**src/rtl/vga_timing_pkg.sv**
```systemverilog
// Shared VGA timing definitions.
// Holds the default 640x480@60 timing constants, the derived line/frame
// totals and sync window bounds, and the coordinate type used by the
// raster generator and its consumers. Sync windows are half-open:
// [HS_START, HS_END) and [VS_START, VS_END).
package vga_timing_pkg;

  typedef logic [9:0] coord_t;

  localparam int H_VISIBLE = 640;
  localparam int H_FP      = 16;
  localparam int H_SYNC    = 96;
  localparam int H_BP      = 48;

  localparam int V_VISIBLE = 480;
  localparam int V_FP      = 10;
  localparam int V_SYNC    = 2;
  localparam int V_BP      = 33;

  localparam int H_TOTAL  = H_VISIBLE + H_FP + H_SYNC + H_BP;
  localparam int V_TOTAL  = V_VISIBLE + V_FP + V_SYNC + V_BP;
  localparam int HS_START = H_VISIBLE + H_FP;
  localparam int HS_END   = HS_START + H_SYNC;
  localparam int VS_START = V_VISIBLE + V_FP;
  localparam int VS_END   = VS_START + V_SYNC;

endpackage

```
**src/rtl/vga_timing_gen_pix_tick_div.sv**
```systemverilog
// Pixel-rate divider.
// Counts system clocks 0..CLK_DIV-1 and wraps. tick is high during the last
// system clock of each pixel period, so the parent can load its pixel-rate
// registers on the same edge that its registered pixel enable rises.
// With CLK_DIV=1 tick is constantly high.
// Ports:
//   Clk     - system clock
//   Reset_n - asynchronous active-low reset (divider restarts at 0)
//   tick    - high in the final Clk of each CLK_DIV-long pixel period
module pix_tick_div #(
  parameter int CLK_DIV = 2
) (
  input  logic Clk,
  input  logic Reset_n,
  output logic tick
);

  localparam int DW = (CLK_DIV > 1) ? $clog2(CLK_DIV) : 1;
  localparam logic [DW-1:0] DIV_LAST = DW'(CLK_DIV - 1);

  logic [DW-1:0] div;

  always_ff @(posedge Clk or negedge Reset_n) begin
    if (!Reset_n) begin
      div <= '0;
    end else if (div == DIV_LAST) begin
      div <= '0;
    end else begin
      div <= div + DW'(1);
    end
  end

  assign tick = (div == DIV_LAST);

endmodule

```
**src/rtl/vga_timing_gen.sv**
```systemverilog
// VGA raster timing generator (default 640x480@60).
// Divides Clk into a pixel enable, runs horizontal/vertical position
// counters at pixel rate and drives registered coordinates, syncs,
// blanking and frame-event strobes, all loaded on the same edge so there is
// no skew between them.
// Ports:
//   Clk          - system clock
//   Reset_n      - asynchronous active-low reset
//   pix_en       - one-Clk pixel tick; DrawX/DrawY valid to sample when high
//   DrawX/DrawY  - current column/line (0..H_TOTAL-1 / 0..V_TOTAL-1)
//   hs/vs        - horizontal/vertical sync, active low
//   blank_n      - high inside the visible window
//   frame_start  - one-Clk pulse when (0,0) is loaded
//   vblank_start - one-Clk pulse when (0,V_VISIBLE) is loaded
module vga_timing_gen
  import vga_timing_pkg::*;
#(
  parameter int CLK_DIV   = 2,
  parameter int H_VISIBLE = vga_timing_pkg::H_VISIBLE,
  parameter int H_FP      = vga_timing_pkg::H_FP,
  parameter int H_SYNC    = vga_timing_pkg::H_SYNC,
  parameter int H_BP      = vga_timing_pkg::H_BP,
  parameter int V_VISIBLE = vga_timing_pkg::V_VISIBLE,
  parameter int V_FP      = vga_timing_pkg::V_FP,
  parameter int V_SYNC    = vga_timing_pkg::V_SYNC,
  parameter int V_BP      = vga_timing_pkg::V_BP
) (
  input  logic   Clk,
  input  logic   Reset_n,
  output logic   pix_en,
  output coord_t DrawX,
  output coord_t DrawY,
  output logic   hs,
  output logic   vs,
  output logic   blank_n,
  output logic   frame_start,
  output logic   vblank_start
);

  localparam int hTotal = H_VISIBLE + H_FP + H_SYNC + H_BP;
  localparam int vTotal = V_VISIBLE + V_FP + V_SYNC + V_BP;

  localparam coord_t hLast   = coord_t'(hTotal - 1);
  localparam coord_t vLast   = coord_t'(vTotal - 1);
  localparam coord_t hVis    = coord_t'(H_VISIBLE);
  localparam coord_t vVis    = coord_t'(V_VISIBLE);
  localparam coord_t hsStart = coord_t'(H_VISIBLE + H_FP);
  localparam coord_t hsEnd   = coord_t'(H_VISIBLE + H_FP + H_SYNC);
  localparam coord_t vsStart = coord_t'(V_VISIBLE + V_FP);
  localparam coord_t vsEnd   = coord_t'(V_VISIBLE + V_FP + V_SYNC);

  logic   pixTick;
  coord_t hc;
  coord_t vc;
  coord_t hcNext;
  coord_t vcNext;

  pix_tick_div #(
    .CLK_DIV (CLK_DIV)
  ) u_div (
    .Clk     (Clk),
    .Reset_n (Reset_n),
    .tick    (pixTick)
  );

  // Next raster position. Counters reset to the last position so the first
  // tick after reset wraps cleanly to (0,0).
  always_comb begin
    hcNext = (hc == hLast) ? '0 : hc + 10'd1;
    vcNext = vc;
    if (hc == hLast) begin
      vcNext = (vc == vLast) ? '0 : vc + 10'd1;
    end
  end

  // All outputs decode from the new position and load on the same edge as
  // the counters; strobes are cleared on every other cycle.
  always_ff @(posedge Clk or negedge Reset_n) begin
    if (!Reset_n) begin
      hc           <= hLast;
      vc           <= vLast;
      pix_en       <= 1'b0;
      DrawX        <= '0;
      DrawY        <= '0;
      hs           <= 1'b1;
      vs           <= 1'b1;
      blank_n      <= 1'b0;
      frame_start  <= 1'b0;
      vblank_start <= 1'b0;
    end else begin
      pix_en       <= pixTick;
      frame_start  <= 1'b0;
      vblank_start <= 1'b0;
      if (pixTick) begin
        hc           <= hcNext;
        vc           <= vcNext;
        DrawX        <= hcNext;
        DrawY        <= vcNext;
        hs           <= !((hcNext >= hsStart) && (hcNext < hsEnd));
        vs           <= !((vcNext >= vsStart) && (vcNext < vsEnd));
        blank_n      <= (hcNext < hVis) && (vcNext < vVis);
        frame_start  <= (hcNext == '0) && (vcNext == '0);
        vblank_start <= (hcNext == '0) && (vcNext == vVis);
      end
    end
  end

endmodule

```
**config.mk**
```make
export PLATFORM = sky130hd
export DESIGN_NAME = vga_timing_gen
export DESIGN_NICKNAME = d
export VERILOG_FILES = /design/src/rtl/vga_timing_pkg.sv /design/src/rtl/vga_timing_gen_pix_tick_div.sv /design/src/rtl/vga_timing_gen.sv
export SDC_FILE = /design/constraint.sdc
export NUM_CORES = 1
export LEC_CHECK = 0
export ABC_AREA = 1
export CAP_MARGIN = 20
export CELL_PAD_IN_SITES_DETAIL_PLACEMENT = 1
export CELL_PAD_IN_SITES_GLOBAL_PLACEMENT = 1
export CORE_ASPECT_RATIO = 0.7
export CORE_MARGIN = 4
export CORE_UTILIZATION = 40
export DETAILED_ROUTE_END_ITERATION = 7
export GPL_ROUTABILITY_DRIVEN = 0
export PLACE_DENSITY_LB_ADDON = 0.1
export SLEW_MARGIN = 30
export SYNTH_ARGS = -nofsm -noshare
export SYNTH_HDL_FRONTEND = slang
export SYNTH_SLANG_ARGS = --single-unit
```
**constraint.sdc**
```tcl
create_clock -name Clk -period 2.5 [get_ports Clk]
set_input_delay 0.25 -clock Clk [delete_from_list [all_inputs] [get_ports Clk]]
set_output_delay 0.25 -clock Clk [all_outputs]
set_load 0.005 [all_outputs]
```
==> results.py <==
metrics = {
    "clock_tree": {
        "tritoncts.num_buffers": 5,
        "clock-root-buffer": "sky130_fd_sc_hd__clkbuf_8",
        "clock_latency_ps": 300,
        "cts.clk_slew.worst_paths_ps": 80,
        "cts_num_sinks": 37,
        "clock_tree_from_tritoncts": "yes",
        "hold_buffers": 0,
        "ctsLongestPathBuffers": 2,
        "htree_num_levels": 2,
        "post-cts-setup-buffers": 0,
    },
    "detailed_routing": {
        "dr_pass1_iterations": 4,
        "route.detailed.vias_per_inst": 5.03,
        "first_iter_violations": 91,
        "vias": 2041,
        "drcViolationCount": 0,
        "avgRoutedWirePerCell_um": 15.3,
        "routed_wirelength_mm": 6.23,
        "drtAntennaViolNets": 0,
    },
    "floorplan": {
        "die_x_um": 97.3,
        "die_area_mm2": 0.00687,
        "design.core.area_mm2": 0.00531,
        "ioPinCount": 28,
        "initial_core_utilization": 0.421,
        "fp.dieH_um": 70.5,
        "row_count": 22,
    },
    "yosys": {
        "synth_warn": 0,
        "yosys_register_bits": 37,
        "post_synthesis_cell_area_mm2": 0.00223,
        "synthAdderAreaFrac": 0.0224,
        "synth-compound-area-share": 0.0627,
        "synth_sequential_area_ratio": 0.421,
        "mappedNetlistNets": 320,
        "yosys.area_share.xor_xnor": 0.00784,
        "synth_cell_types": 29,
        "number_of_instances_in_the_synthesized_netlist": 314,
        "main_combinational_cell_family_by_area_after_synthesis": "simple AND/OR/NAND/NOR gates",
        "syn_area_per_cell_um2": 7.12,
        "post_synth_mux_area_share": 0,
        "yosys.area_share.simple": 0.376,
    },
    "critical_path": {
        "cp_top_family": "simple AND/OR/NAND/NOR gates",
        "critical_path.max_fanout": 10,
        "critPathRequiredTime_ps": 2690,
        "r2r.worst_path.cells": 12,
        "critical_path.endpoint_type": "flop",
        "crit_path_frequent_cell": "sky130_fd_sc_hd__nand2_1",
        "timing.critical_path.cells": "ha_1 > nand2_2 > nor2_4 > nand2_4 > nor2_8 > nand3_1 > nand2_1 > nand3_1 > nor2_2 > nand2_1 > nand2_1 > nand2_1",
        "cp_num_cells": 12,
        "cpMaxStageDelayCell": "sky130_fd_sc_hd__dfstp_2",
        "kind_of_critical_path": "flop to flop",
        "worstSetupStartpointType": "flop",
        "critical_path.max_stage_delay_ps": 620,
        "cp.arrival_ps": 2470,
        "worst_path_buf_inv": 0,
    },
    "timing": {
        "finalSetupViolations": 0,
        "timing.slew.headroom": 0.443,
        "max_clock_freq_mhz": 439,
        "tightest_slew_ps": 835,
        "final_critical_period_ps": 2280,
        "final-max-slew-violation-count": 0,
        "share_of_the_clock_period_used_by_the_worst_path": 0.911,
        "layout_setup_ws_ps": 223,
        "fin_worst_skew_ps": 7.33,
        "setup_tns_ps": 0,
        "final_hold_viol_count": 0,
        "rsz0062_at_grt": "false",
    },
    "status": {
        "run_status": "complete, no violations",
    },
    "power_and_ir_drop": {
        "power_leakage_uw": 0.00123,
        "power.total_uw": 1090,
        "pwr_density_cell_mw_per_mm2": 417,
        "peakVddDrop_v": 0.000236,
    },
    "finish": {
        "postLayoutCoreUtil": 0.490,
        "drive_gt1_frac": 0.105,
        "layout.cells.most_common_list": "sky130_fd_sc_hd__nand2_1, sky130_fd_sc_hd__nor2_1, sky130_fd_sc_hd__inv_1",
        "final_nets": 339,
        "area_growth_syn_to_layout_pct": 16.5,
        "antenna_cells": 0,
        "most_frequent_standard_cell_in_the_layout_excluding_fill_and_tap_cells": "sky130_fd_sc_hd__nand2_1",
        "stdcell_area_mm2": 0.00260,
    },
    "place": {
        "placed_cell_area_mm2": 0.00249,
        "place_ws_ps": 192,
        "portBuffers": 27,
        "dp.final_hpwl_mm": 4.62,
    },
    "global_routing": {
        "grt_first_pass_wirelength_mm": 10.7,
        "grt_usage": 0.192,
        "antenna_found_initial": 0,
        "via_count_of_the_first_global_routing_pass": 2063,
        "largest_net_degree_at_the_start_of_global_routing": 38,
        "global_route.overflow_total": 0,
    },
    "flow_run": {
        "cap_violations": 0,
    },
    "min_path": {
        "worst_hold_path_type": "primary input to async pin",
    },
}
## Yosys cell counts (all sizes together)
master,number,area share
nor2,38,0.076
a21oi,3,0.0067
nand3,24,0.058
nand3b,2,0.0067
inv,35,0.059
dfstp,12,0.14
clkbuf,3,0.0050
nand4,10,0.031
buf,14,0.045
clkinv,1,0.0017
dfrtp,25,0.28
nor3,3,0.0067
o21ai,25,0.056
or2,1,0.0028
ha,4,0.022
xor2,2,0.0078
nand2,112,0.19
## kinds of logic after synthesis
kind of cell	Yosys count
buffers and inverters	53
adder cells (fa/ha/maj)	4
AO/OA/AOI/OAI	28
flip-flops	37
XOR/XNOR	2
AND/OR/NAND/NOR	190
## state kept, by name (all words and copies together), names as in the netlist
name,cells
DrawX,10
DrawY,3
blank_n,1
frame_start,1
hc,7
hs,1
pix_en,1
u_div.tick,1
vblank_start,1
vc,10
vs,1
## per-stage QoR
| stage | hold slack [ps] | cells |
|---|---|---|
| global placement | 399 | 398 |
| floorplan | -45.6 | 314 |
| CTS | 79.8 | 406 |
| global route | 116 | 406 |
| finish | 49.3 | 406 |
| detailed placement | 402 | 398 |
## what timing repair did
item                                   4_1_cts  5_1_grt
endpoints found under the hold margin        0        0
setup endpoints to repair                    0        3
resized for setup                            0        1
## metal layers
metal / GRT usage / routed length [um] / vias to the layer above
met5: 0 / 0 / -
met3: 0.0424 / 279 / 6
met2: 0.265 / 2470 / 45
met4: 0.0522 / 59 / 0
li1: - / - / 1015
met1: 0.299 / 3410 / 975
## worst reg2reg max path: cells and delay by family, from the launching register on
kind	cells	cell delay [ps]
AND/OR/NAND/NOR	11	1310
adder cells (fa/ha/maj)	1	240
flip-flops	1	620
## cell type report
type                    instances  area (um2)
fillers                       695        2710
multi-input cells             224        1060
flip-flops and latches         37         941
repair buffers                 29         280
inverters                      36         135
clock buffers                   7        96.3
well taps                      72        90.1
clock inverters                 1        5.00
## worst paths after layout
check	startpoint	end	slack, ps
setup / recovery	hc[0]$_DFFE_PN1P_	blank_n$_DFFE_PN0P_	220
hold / removal	Reset_n	DrawX[8]$_DFFE_PN0P_	50
setup reg to reg	hc[0]$_DFFE_PN1P_	blank_n$_DFFE_PN0P_	220
hold reg to reg	blank_n$_DFFE_PN0P_	blank_n$_DFFE_PN0P_	490
max in group asynchronous	Reset_n	vc[0]$_DFFE_PN0P_	1920
min in group Clk	blank_n$_DFFE_PN0P_	blank_n$_DFFE_PN0P_	490
## power breakdown
group          internal, uW  switching [uW]  total (uW)
Clock                   249             226         475
Combinational         0.564            11.3        11.9
Sequential              599               0         599
No activity file was read; power rests on OpenSTA's default activity.
